<file path="src/rtl/uart_rx_fifo.sv">
// Byte FIFO for the UART receive path: dual-pointer memory, fill level and
// registered empty/full flags, with a registered read port.
module uart_rx_fifo #(
  parameter int DEPTH = 64,
  parameter int AW    = 6
) (
  input  logic          clk,
  input  logic          rst,
  input  logic          wr_en,
  input  logic [7:0]    wr_data,
  input  logic          rd_en,
  output logic [7:0]    rd_data,
  output logic          rd_valid,
  output logic          empty,
  output logic          full,
  output logic [AW:0]   count
);

  localparam logic [AW:0] DEPTH_CNT = (AW + 1)'(DEPTH);

  logic [7:0]  mem [DEPTH];

  logic [AW-1:0] wr_ptr_q, wr_ptr_d;
  logic [AW-1:0] rd_ptr_q, rd_ptr_d;
  logic [AW:0]   count_q,  count_d;
  logic          empty_q,  empty_d;
  logic          full_q,   full_d;
  logic [7:0]    rd_data_q, rd_data_d;
  logic          rd_valid_q, rd_valid_d;

  // NOTE: every signal driven here gets a default first so no latch is inferred.
  always_comb begin
    wr_ptr_d   = wr_ptr_q;
    rd_ptr_d   = rd_ptr_q;
    count_d    = count_q;
    rd_data_d  = rd_data_q;
    rd_valid_d = 1'b0;

    if (wr_en) begin
      wr_ptr_d = wr_ptr_q + 1'b1;
    end

    if (rd_en) begin
      rd_ptr_d   = rd_ptr_q + 1'b1;
      rd_data_d  = mem[rd_ptr_q];
      rd_valid_d = 1'b1;
    end

    case ({wr_en, rd_en})
      2'b10:   count_d = count_q + 1'b1;
      2'b01:   count_d = count_q - 1'b1;
      default: count_d = count_q;
    endcase

    empty_d = (count_d == '0);
    full_d  = (count_d == DEPTH_CNT);
  end

  // NOTE: state registers use non-blocking assignments so every flop samples
  // the pre-edge values, which is what lets a read of the full slot return the
  // old byte while the same slot is being overwritten.
  always_ff @(posedge clk) begin
    if (rst) begin
      wr_ptr_q   <= '0;
      rd_ptr_q   <= '0;
      count_q    <= '0;
      empty_q    <= 1'b1;
      full_q     <= 1'b0;
      rd_data_q  <= 8'h00;
      rd_valid_q <= 1'b0;
    end else begin
      wr_ptr_q   <= wr_ptr_d;
      rd_ptr_q   <= rd_ptr_d;
      count_q    <= count_d;
      empty_q    <= empty_d;
      full_q     <= full_d;
      rd_data_q  <= rd_data_d;
      rd_valid_q <= rd_valid_d;
    end
  end

  // NOTE: the storage array is deliberately not reset; the pointers and count
  // define which entries are meaningful, and leaving it unreset keeps it RAM.
  always_ff @(posedge clk) begin
    if (wr_en) begin
      mem[wr_ptr_q] <= wr_data;
    end
  end

  assign rd_data  = rd_data_q;
  assign rd_valid = rd_valid_q;
  assign empty    = empty_q;
  assign full     = full_q;
  assign count    = count_q;

endmodule

</file>
<file path="src/rtl/uart_rx_buffer.sv">
// Receive-side byte buffer: accepts receiver strobes into a FIFO, serves the
// consumer on a registered read handshake and keeps a sticky overrun flag.
module uart_rx_buffer #(
  parameter int DEPTH = 64,
  parameter int AW    = 6
) (
  input  logic          clk,
  input  logic          rst,
  input  logic          rxDone,
  input  logic [7:0]    rxData,
  input  logic          rdReq,
  output logic [7:0]    dataOut,
  output logic          dataValid,
  output logic          empty,
  output logic          full,
  output logic [AW:0]   count,
  output logic          overrun,
  input  logic          clrOverrun
);

  if ((DEPTH < 2) || (DEPTH != (1 << AW))) begin : g_bad_depth
    $error("uart_rx_buffer: DEPTH must be a power of two >= 2 and equal 2**AW");
  end

  logic rd_accept;
  logic wr_accept;
  logic drop;
  logic overrun_q, overrun_d;

  // A full FIFO still takes a write when a read frees a slot in the same cycle.
  always_comb begin
    rd_accept = rdReq & ~empty;
    wr_accept = rxDone & (~full | rd_accept);
    drop      = rxDone & full & ~rd_accept;

    overrun_d = overrun_q;
    if (clrOverrun) begin
      overrun_d = 1'b0;
    end
    if (drop) begin
      overrun_d = 1'b1;
    end
  end

  always_ff @(posedge clk) begin
    if (rst) begin
      overrun_q <= 1'b0;
    end else begin
      overrun_q <= overrun_d;
    end
  end

  uart_rx_fifo #(
    .DEPTH (DEPTH),
    .AW    (AW)
  ) u_fifo (
    .clk      (clk),
    .rst      (rst),
    .wr_en    (wr_accept),
    .wr_data  (rxData),
    .rd_en    (rd_accept),
    .rd_data  (dataOut),
    .rd_valid (dataValid),
    .empty    (empty),
    .full     (full),
    .count    (count)
  );

  assign overrun = overrun_q;

endmodule

</file>
<file path="config.mk">
export PLATFORM = sky130hd
export DESIGN_NAME = uart_rx_buffer
export DESIGN_NICKNAME = d
export VERILOG_FILES = /design/src/rtl/uart_rx_fifo.sv /design/src/rtl/uart_rx_buffer.sv
export SDC_FILE = /design/constraint.sdc
export NUM_CORES = 1
export LEC_CHECK = 0
export ABC_AREA = 1
export CAP_MARGIN = 20
export CORE_UTILIZATION = 40
export DETAILED_ROUTE_END_ITERATION = 12
export SYNTH_ARGS = -nofsm -noshare
export SYNTH_HDL_FRONTEND = slang
export SYNTH_SLANG_ARGS = --single-unit
</file>
<file path="constraint.sdc">
create_clock -name clk -period 4.1 [get_ports clk]
set_clock_uncertainty 0.05 [all_clocks]
set_input_delay 1.025 -clock clk [delete_from_list [all_inputs] [get_ports clk]]
set_output_delay 1.025 -clock clk [all_outputs]
set_load 0.05 [all_outputs]
</file>
==> results.txt, run 1 <==
- Result of the run: completed
- Dividing the detail-routed via count by the number of cells gives around 5.2.
- Worst setup margin: 0.919 ns
- Dividing the synthesized area by the synthesized cell count gives 11.1 um2.
- Number of vias after detailed routing: 15200
- The die covers 57100 um2.
- For the pin with the worst max-slew slack, the measured transition is 0.872 ns.
* Last weighted congestion value of the routability-driven placer: 0.832
* Element type at the critical path end: register
- The path with the worst hold slack has its endpoint at overrun$_SDFFE_PP0P_.
* Number of distinct library cell variants in the gate-level netlist after synthesis: 30
- Synthesized netlist cell count: 2029
- The via count of the first global-routing pass is between 10000 and 15000.
- TritonCTS built the clock tree.
- Total overflow reported by the global router: 0
* Final max-slew violation count: 0
* Antenna diodes: 0
- Highest clock frequency the design can meet: ~310 MHz
- Total Negative Setup Slacks: 0 ns
- Ys flop type: sky130_fd_sc_hd__edfxtp_1
* Final HPWL from detailed placement: approximately 35 mm
- DRC violations left: 0
- Summing internal, switching and leakage power gives approximately 13 mW.
- The die is 239 um wide.
* Async set-reset flop share out of synthesis: 0%
* H-tree depth: 2
- The number of nets handed over by synthesis was 2047.
- Total clock sinks: 543
* DR WL/cell: around 20 um
- The post-route netlist has under 10% of its cells at a drive strength greater than 1.
- The first detailed-routing pass took 5 iterations.
- Flop2flop setup slack: 1.23 ns
- Setup repair after global routing missed its margin: no
- The number of antenna violations at the first check in global routing was 0.
- LEAKAGE: between 9 and 10 nW
* Cts repair resizes: 0
* Worst-Skew Late Latency: roughly 0.60 ns
- The number of hold buffers added after CTS was 0.
* Initial detailed-routing violation count: 1348
* Crit share post-route: 77.6%
- Reg2reg start: u_fifo.rd_ptr_q[0]$_SDFFE_PP0P_
* Required time of the critical path: 4.58 ns
* Clock buffer depth: 3
- 32 I/O pins were placed.
* Global-route wire length before repair: 88.1 mm
- Post-synthesis instance area: 22500 um2
- Ys Warns: 0
- The cell sitting at the root of the clock tree is a sky130_fd_sc_hd__clkbuf_16.
- Hold path cells: 2
- Port Buffers: 31
- Clock-pin slew was measured on the worst setup and hold paths at roughly 0.06 ns.
- Leading cell type in the layout, fill and taps excluded: sky130_fd_sc_hd__edfxtp_1
- The tightest min-delay check is of the register to register type.
- Once the floorplan was initialized, standard cells occupied 40.6% of the core.
* Final hold violations: 0
- The worst path in the final design needs a cycle of 3.18 ns, including I/O delays and setup.
* Final setup violation count: 0
* DP Worst Slack: 0.315 ns
* Postcts setup bufs: 0
- Post-route ant nets: 0
* Die height: 239 um
- Flop and latch count out of synthesis: 543
* Power density over cell area: roughly 500 nW/um2
- Largest vdd supply drop: around 0.31 mV
- Core region area: around 55000 um2
- In this run, synthesis inferred 512 flip-flops with an integrated enable.
- The critical path is of the input pin to register type.
- Compared with the post-synthesis result, the final layout area differs by 15.0%.
- Sequential elements use 71.2% of the synthesized area.
- The floorplan has 86 rows.
- CTS Buf Count: between 50 and 60
- Of all nets on the critical path, the largest fanout is 11.
- The worst hold path begins at overrun$_SDFFE_PP0P_.
- Kind of start point of the critical path: input pin
- DRT Wirelength: between 50 and 60 mm
- Post-layout nets: 2128
* Max-cap violations: 0
* GR Util All Layers: 20.5%
* Slew headroom: 41.9%
- Entering global routing, the biggest net connects 146 pins.
- For the worst flop-to-flop path, the logic depth is 12.
- The worst register-to-register path ends at u_fifo.rd_data[5]$_SDFFE_PP0P_.
- Most used cells in the layout excluding fill and tap cells: sky130_fd_sc_hd__edfxtp_1 (512), sky130_fd_sc_hd__nand2_1 (424), sky130_fd_sc_hd__nor2_1 (404)
- Arrival time worst endpoint: about 3.7 ns
-- metrics by stage --
| step | util, % | std cells | hold slack (ns) | area (um2) |
|---|---|---|---|---|
| 2_1_floorplan | - | 2029 | 0.416 | 22500 |
| 3_3_place_gp | 43.4 | 2800 | 0.411 | 24000 |
| 3_5_place_dp | 43.4 | 2800 | 0.413 | 24000 |
| 4_1_cts | 46.7 | 2903 | 0.423 | 25800 |
| 5_1_grt | 46.7 | 2903 | 0.447 | 25800 |
| 6_report | 46.7 | 2903 | 0.417 | 25800 |
-- worst max-delay path: stages --
cell and delay (ns):
sky130_fd_sc_hd__clkdlybuf4s50_1 0.46, sky130_fd_sc_hd__inv_1 0.03, sky130_fd_sc_hd__or2_2 0.30, sky130_fd_sc_hd__nand2_1 0.07, sky130_fd_sc_hd__nand2_1 0.13, sky130_fd_sc_hd__ha_1 0.34
sky130_fd_sc_hd__nor2_1 0.18, sky130_fd_sc_hd__nor2_1 0.08, sky130_fd_sc_hd__ha_1 0.17, sky130_fd_sc_hd__inv_1 0.05, sky130_fd_sc_hd__nand2_1 0.08, sky130_fd_sc_hd__inv_1 0.07
sky130_fd_sc_hd__nand2_1 0.05, sky130_fd_sc_hd__nand3_1 0.08, sky130_fd_sc_hd__nand2_1 0.05, sky130_fd_sc_hd__nor2_1 0.09, sky130_fd_sc_hd__nand3_1 0.08, sky130_fd_sc_hd__nor2_1 0.10
sky130_fd_sc_hd__nand2_1 0.07, sky130_fd_sc_hd__o21bai_1 0.12
-- cell usage after synthesis, types with 13 or more instances --
cell / instances / share of area (%)
sky130_fd_sc_hd__edfxtp_1: 512 / 68
sky130_fd_sc_hd__nand2_1: 424 / 7.1
sky130_fd_sc_hd__nor2_1: 405 / 6.8
sky130_fd_sc_hd__nand3_1: 226 / 5.0
sky130_fd_sc_hd__o21ai_0: 171 / 3.8
sky130_fd_sc_hd__inv_1: 50 / 0.84
sky130_fd_sc_hd__clkbuf_1: 45 / 0.75
sky130_fd_sc_hd__buf_2: 37 / 0.82
sky130_fd_sc_hd__a21oi_1: 35 / 0.78
sky130_fd_sc_hd__dfxtp_1: 31 / 2.8
sky130_fd_sc_hd__o21ai_1: 14 / 0.31
sky130_fd_sc_hd__buf_4: 13 / 0.43
-- metal layers --
metal | routed length [um] | track usage (%) | up-vias
met3 | 3670 | 2.98 | 94
met4 | 1470 | 6.76 | 0
li1 | - | - | 7179
met5 | 0 | 0 | -
met1 | 25900 | 29.2 | 7416
met2 | 26500 | 32.1 | 489
-- worst max-delay path by stage --
stage	start	endpoint	slack [ns]	cells past startpoint
final	rdReq	u_fifo.empty$_SDFF_PP1_	0.92	20
after global routing	rdReq	u_fifo.empty$_SDFF_PP1_	0.65	21
after CTS	rdReq	u_fifo.empty$_SDFF_PP1_	0.95	19
after detailed placement	rdReq	u_fifo.empty$_SDFF_PP1_	0.31	19
after global placement	rdReq	u_fifo.empty$_SDFF_PP1_	0.27	21
after floorplan	rdReq	u_fifo.empty$_SDFF_PP1_	0.72	22
-- flip-flops by register name, indices dropped and copies added (netlist names) --
| signal | cells |
|---|---|
| u_fifo.rd_data | 8 |
| u_fifo.rd_ptr_q | 6 |
| u_fifo.empty | 1 |
| u_fifo.full | 1 |
| u_fifo.count | 7 |
| u_fifo.wr_ptr_q | 6 |
| overrun | 1 |
| u_fifo.rd_valid | 1 |
| u_fifo.mem | 512 |
-- cells by family after synthesis --
group	share of synthesized area, %
and+or+nand+nor	19.5
DFF	71.2
AOI/OAI and AO/OA	5.31
buffers and inverters	3.52
adders and majority gates	0.279
xor gates and xnor gates	0.0780
muxes	0.0446
-- final cells by class --
class                           instances  area (um2)
Clock inverter                         36         348
Clock buffer                           67        1460
Inverter                               58         224
Multi-Input combinational cell       1317        5670
Tap cell                              748         936
Timing Repair Buffer                  134        1170
Fill cell                            5070       29500
Sequential cell                       543       16000
-- report_power, final --
group / total (mW) / internal, mW / switching (mW)
clock network: 5.05 / 2.97 / 2.08
registers: 6.19 / 6.11 / 0.0732
logic: 1.56 / 0.438 / 1.12
total: 12.8 / 9.53 / 3.27
Note: power is estimated with default switching activity, not from simulation.
==> run 2: changes to the inputs <==
==> constraint.sdc (replaced) <==
create_clock -name clk -period 2.6 [get_ports clk]
set_clock_uncertainty 0.05 [all_clocks]
set_input_delay 0.65 -clock clk [delete_from_list [all_inputs] [get_ports clk]]
set_output_delay 0.65 -clock clk [all_outputs]
set_load 0.05 [all_outputs]
==> run 2 against run 1 <==
Utilization rose by 0.92 points; via count increased by 0.84%; critical path depth decreased by 19; critical path type is now register to output pin; combinational power is 72% higher; final area is 2.0% higher; worst setup slack got worse by 0.83 ns.
==> results.txt, run 2 (synthesis gave the netlist of run 1 again) <==
- STA classifies the critical path endpoint as an output pin.
- The critical path is of the register to output pin type.
* Result of the run: completed
- Worst-Skew Late Latency: just over 0.6 ns
- Across the VDD grid, the largest voltage drop is roughly 0.44 mV.
- After the last flow step, the layout net total stands at 2175.
- In this run the tool buffered the top-level ports with 31 buffer cells.
- Max-cap violations: 0
- In this run the number of cells on the critical path is 1.
- The library cell used most frequently in the layout, excluding fill and tap cells, is sky130_fd_sc_hd__edfxtp_1.
* Power density over cell area: 772 nW/um2
* Clock root buffer: sky130_fd_sc_hd__clkbuf_16
- I/O pin cnt: 32
- DRT Wirelength: ~60 mm
- Summed over all layers, the global routing overflow is 0.
- The H-tree generated during clock tree synthesis spans 2 levels.
* Setup repair after global routing missed its margin: no
- Final non-filler cell total: 2954
- Hold Path Origin: overrun$_SDFFE_PP0P_
- At the pin with the least slew margin, the transition time is approximately 0.70 ns.
- Once detail routing completed, the nets flagged for antenna violations numbered 0.
* Required time of the critical path: roughly 1.9 ns
- Ranked by flip-flop count, first place goes to u_fifo.mem.
- Using the TritonRoute via totals, the vias-per-cell ratio works out to ~5.2.
- Die Footprint: 57100 um2
* Core region area: between 50000 and 60000 um2
- For this design the static power due to leakage is slightly below 10 nW.
* GR Util All Layers: 20.8%
* Most used cells in the layout excluding fill and tap cells: sky130_fd_sc_hd__edfxtp_1 (512), sky130_fd_sc_hd__nand2_1 (421), sky130_fd_sc_hd__nor2_1 (403)
- Number of vias after detailed routing: 15300
- Antenna violations before repair: 0
- Clock tree from TritonCTS: built
* Die height: 239 um
* Row count: 86
- The number of buffers and inverters on the critical path is 1.
- The worst register-to-register path ends at u_fifo.rd_data[2]$_SDFFE_PP0P_.
- The sequential cells in the finished layout cover a total of 16000 um2.
- Chain of cells forming the critical path: clkdlybuf4s50_1
- Layout overhead on the synthesized area: 17.2%
* Reg2reg start: u_fifo.rd_ptr_q[0]$_SDFFE_PP0P_
- The via count of the first global-routing pass was 14700.
- Share of final-layout standard cells stronger than drive strength 1: between 10% and 20%
- Initial detailed-routing violation count: 1591
- Tracing the worst setup path back leads to its startpoint at u_fifo.count[6]$_SDFF_PP0_.
- Final hold violations: 0
- Class of the tightest hold or removal check: register to register
- Clock transition at the registers of the reported paths: 0.06 ns
- Highest clock frequency the design can meet: 399 MHz
- Flop2flop setup slack: 0.22 ns
- Counting cells, the worst reg-to-reg path comes to 13.
* Total clock sinks: 543
- Post-placement cell count: 2846
- CP max stage cell: sky130_fd_sc_hd__clkdlybuf4s50_1
- Of all nets on the critical path, the largest fanout is 3.
- Final HPWL from detailed placement: 34.7 mm
- The layout has between 5000 and 6000 filler cells.
- Once the floorplan was initialized, standard cells occupied just over 40% of the core.
- The most critical setup path has its endpoint at count[6].
* 1st-pass router iterations: 5
* Arrival time worst endpoint: 1.81 ns
* Clock buffer depth: 3
- Final max-slew violation count: 0
- Global-route wire length before repair: 89.9 mm
- For the finished layout, the period the worst path requires is 2.51 ns.
- In the final routed layout, each cell accounts on average for between 15 and 20 um.
- The worst setup path is launched from a register.
- Kind of cell adding the most delay to the critical path: buffers and inverters
- Stage delay of the slowest cell on the critical path: 0.83 ns
- The die is 239 um wide.
- The final critical path takes up 96.4% of the cycle.
- Maximum number of pins on one net before global-route repair: 99
- In the final layout, the multi-input gates occupy 5710 um2.
- In the routed design, unresolved DRC markers number 0.
- Final setup violation count: 0
- CTS Buf Count: 56
* Last weighted congestion value of the routability-driven placer: 0.943
- Max reg flops: around 510
- Once layout is complete, the utilization of the core stands at 47.6%.
- The worst pin sits at a relative slew slack of ~53%.
-- run 2: changes by cell type in the layout (fill, tap and decap cells not counted), sizes merged --
cell,delta
dlymetal6s2s,+2
clkdlybuf4s50,-8
clkbuf,+7
clkinv,-1
dlygate4sd2,+6
buf,+47
diode,+1
bufinv,-2
inv,-1
-- run 2: worst min-delay path by stage --
stage	endpoint	slack [ns]	depth (start not counted)
2_1_floorplan	u_fifo.rd_ptr_q[3]$_SDFFE_PP0P_	0.42	1
3_3_place_gp	overrun$_SDFFE_PP0P_	0.41	2
3_5_place_dp	overrun$_SDFFE_PP0P_	0.41	2
4_1_cts	overrun$_SDFFE_PP0P_	0.42	2
5_1_grt	overrun$_SDFFE_PP0P_	0.44	2
6_report	overrun$_SDFFE_PP0P_	0.42	2
-- run 2: cell type report --
class                   count  share of cell area (%)
clock inverters            32                    1.05
flip-flops and latches    543                    60.8
inverters                  58                   0.927
diodes                      1                 0.00951
clock buffers              74                    5.78
well taps                 748                    3.56
repair buffers            181                    6.20
multi-input cells        1317                    21.7
-- run 2: where the power goes --
part | leakage, nW | internal [mW] | switching (mW)
sequential | 4.86 | 9.64 | 0.0946
combinational | 3.90 | 0.829 | 1.86
clock | 0.879 | 4.59 | 3.31
total | 9.64 | 15.1 | 5.27
-- run 2: metrics by stage --
stage	TNS [ns]	power, mW	cell area [um2]	hold WS (ns)	setup WS, ns
finish	0	20.3	26300	0.416	0.0937
global route	0	21.1	26300	0.439	0.00372
CTS	0	20.5	26300	0.422	0.000390
detailed placement	-196.05	12.6	24500	0.414	-0.637
global placement	-191.26	12.6	24500	0.406	-0.628
floorplan	-0.0421	11.6	22500	0.416	-0.0421
-- run 2: timing repair --
action | CTS | global route
endpoints found under the setup margin | 6 | 6
gates resized for setup | 6 | 2
hold buffers | 0 | 0
buffers inserted | 0 | 1
hold endpoints to repair | 0 | 0
-- run 2: layer usage --
layer,vias to the layer above,global-route usage [%],wire [um]
met2,448,33.2,27500
li1,7272,-,-
met3,87,3.05,3350
met4,0,6.08,1400
met5,-,0,0
met1,7498,29.5,26400
==> run 3: changes to the inputs <==
--- a/config.mk
+++ b/config.mk
@@ -9,6 +9,7 @@
 export CAP_MARGIN = 20
 export CORE_UTILIZATION = 40
 export DETAILED_ROUTE_END_ITERATION = 12
+export SLEW_MARGIN = 20
 export SYNTH_ARGS = -nofsm -noshare
 export SYNTH_HDL_FRONTEND = slang
 export SYNTH_SLANG_ARGS = --single-unit
==> results of run 3 <==
The final DEF is identical to that of run 2; final timing and power are the same.
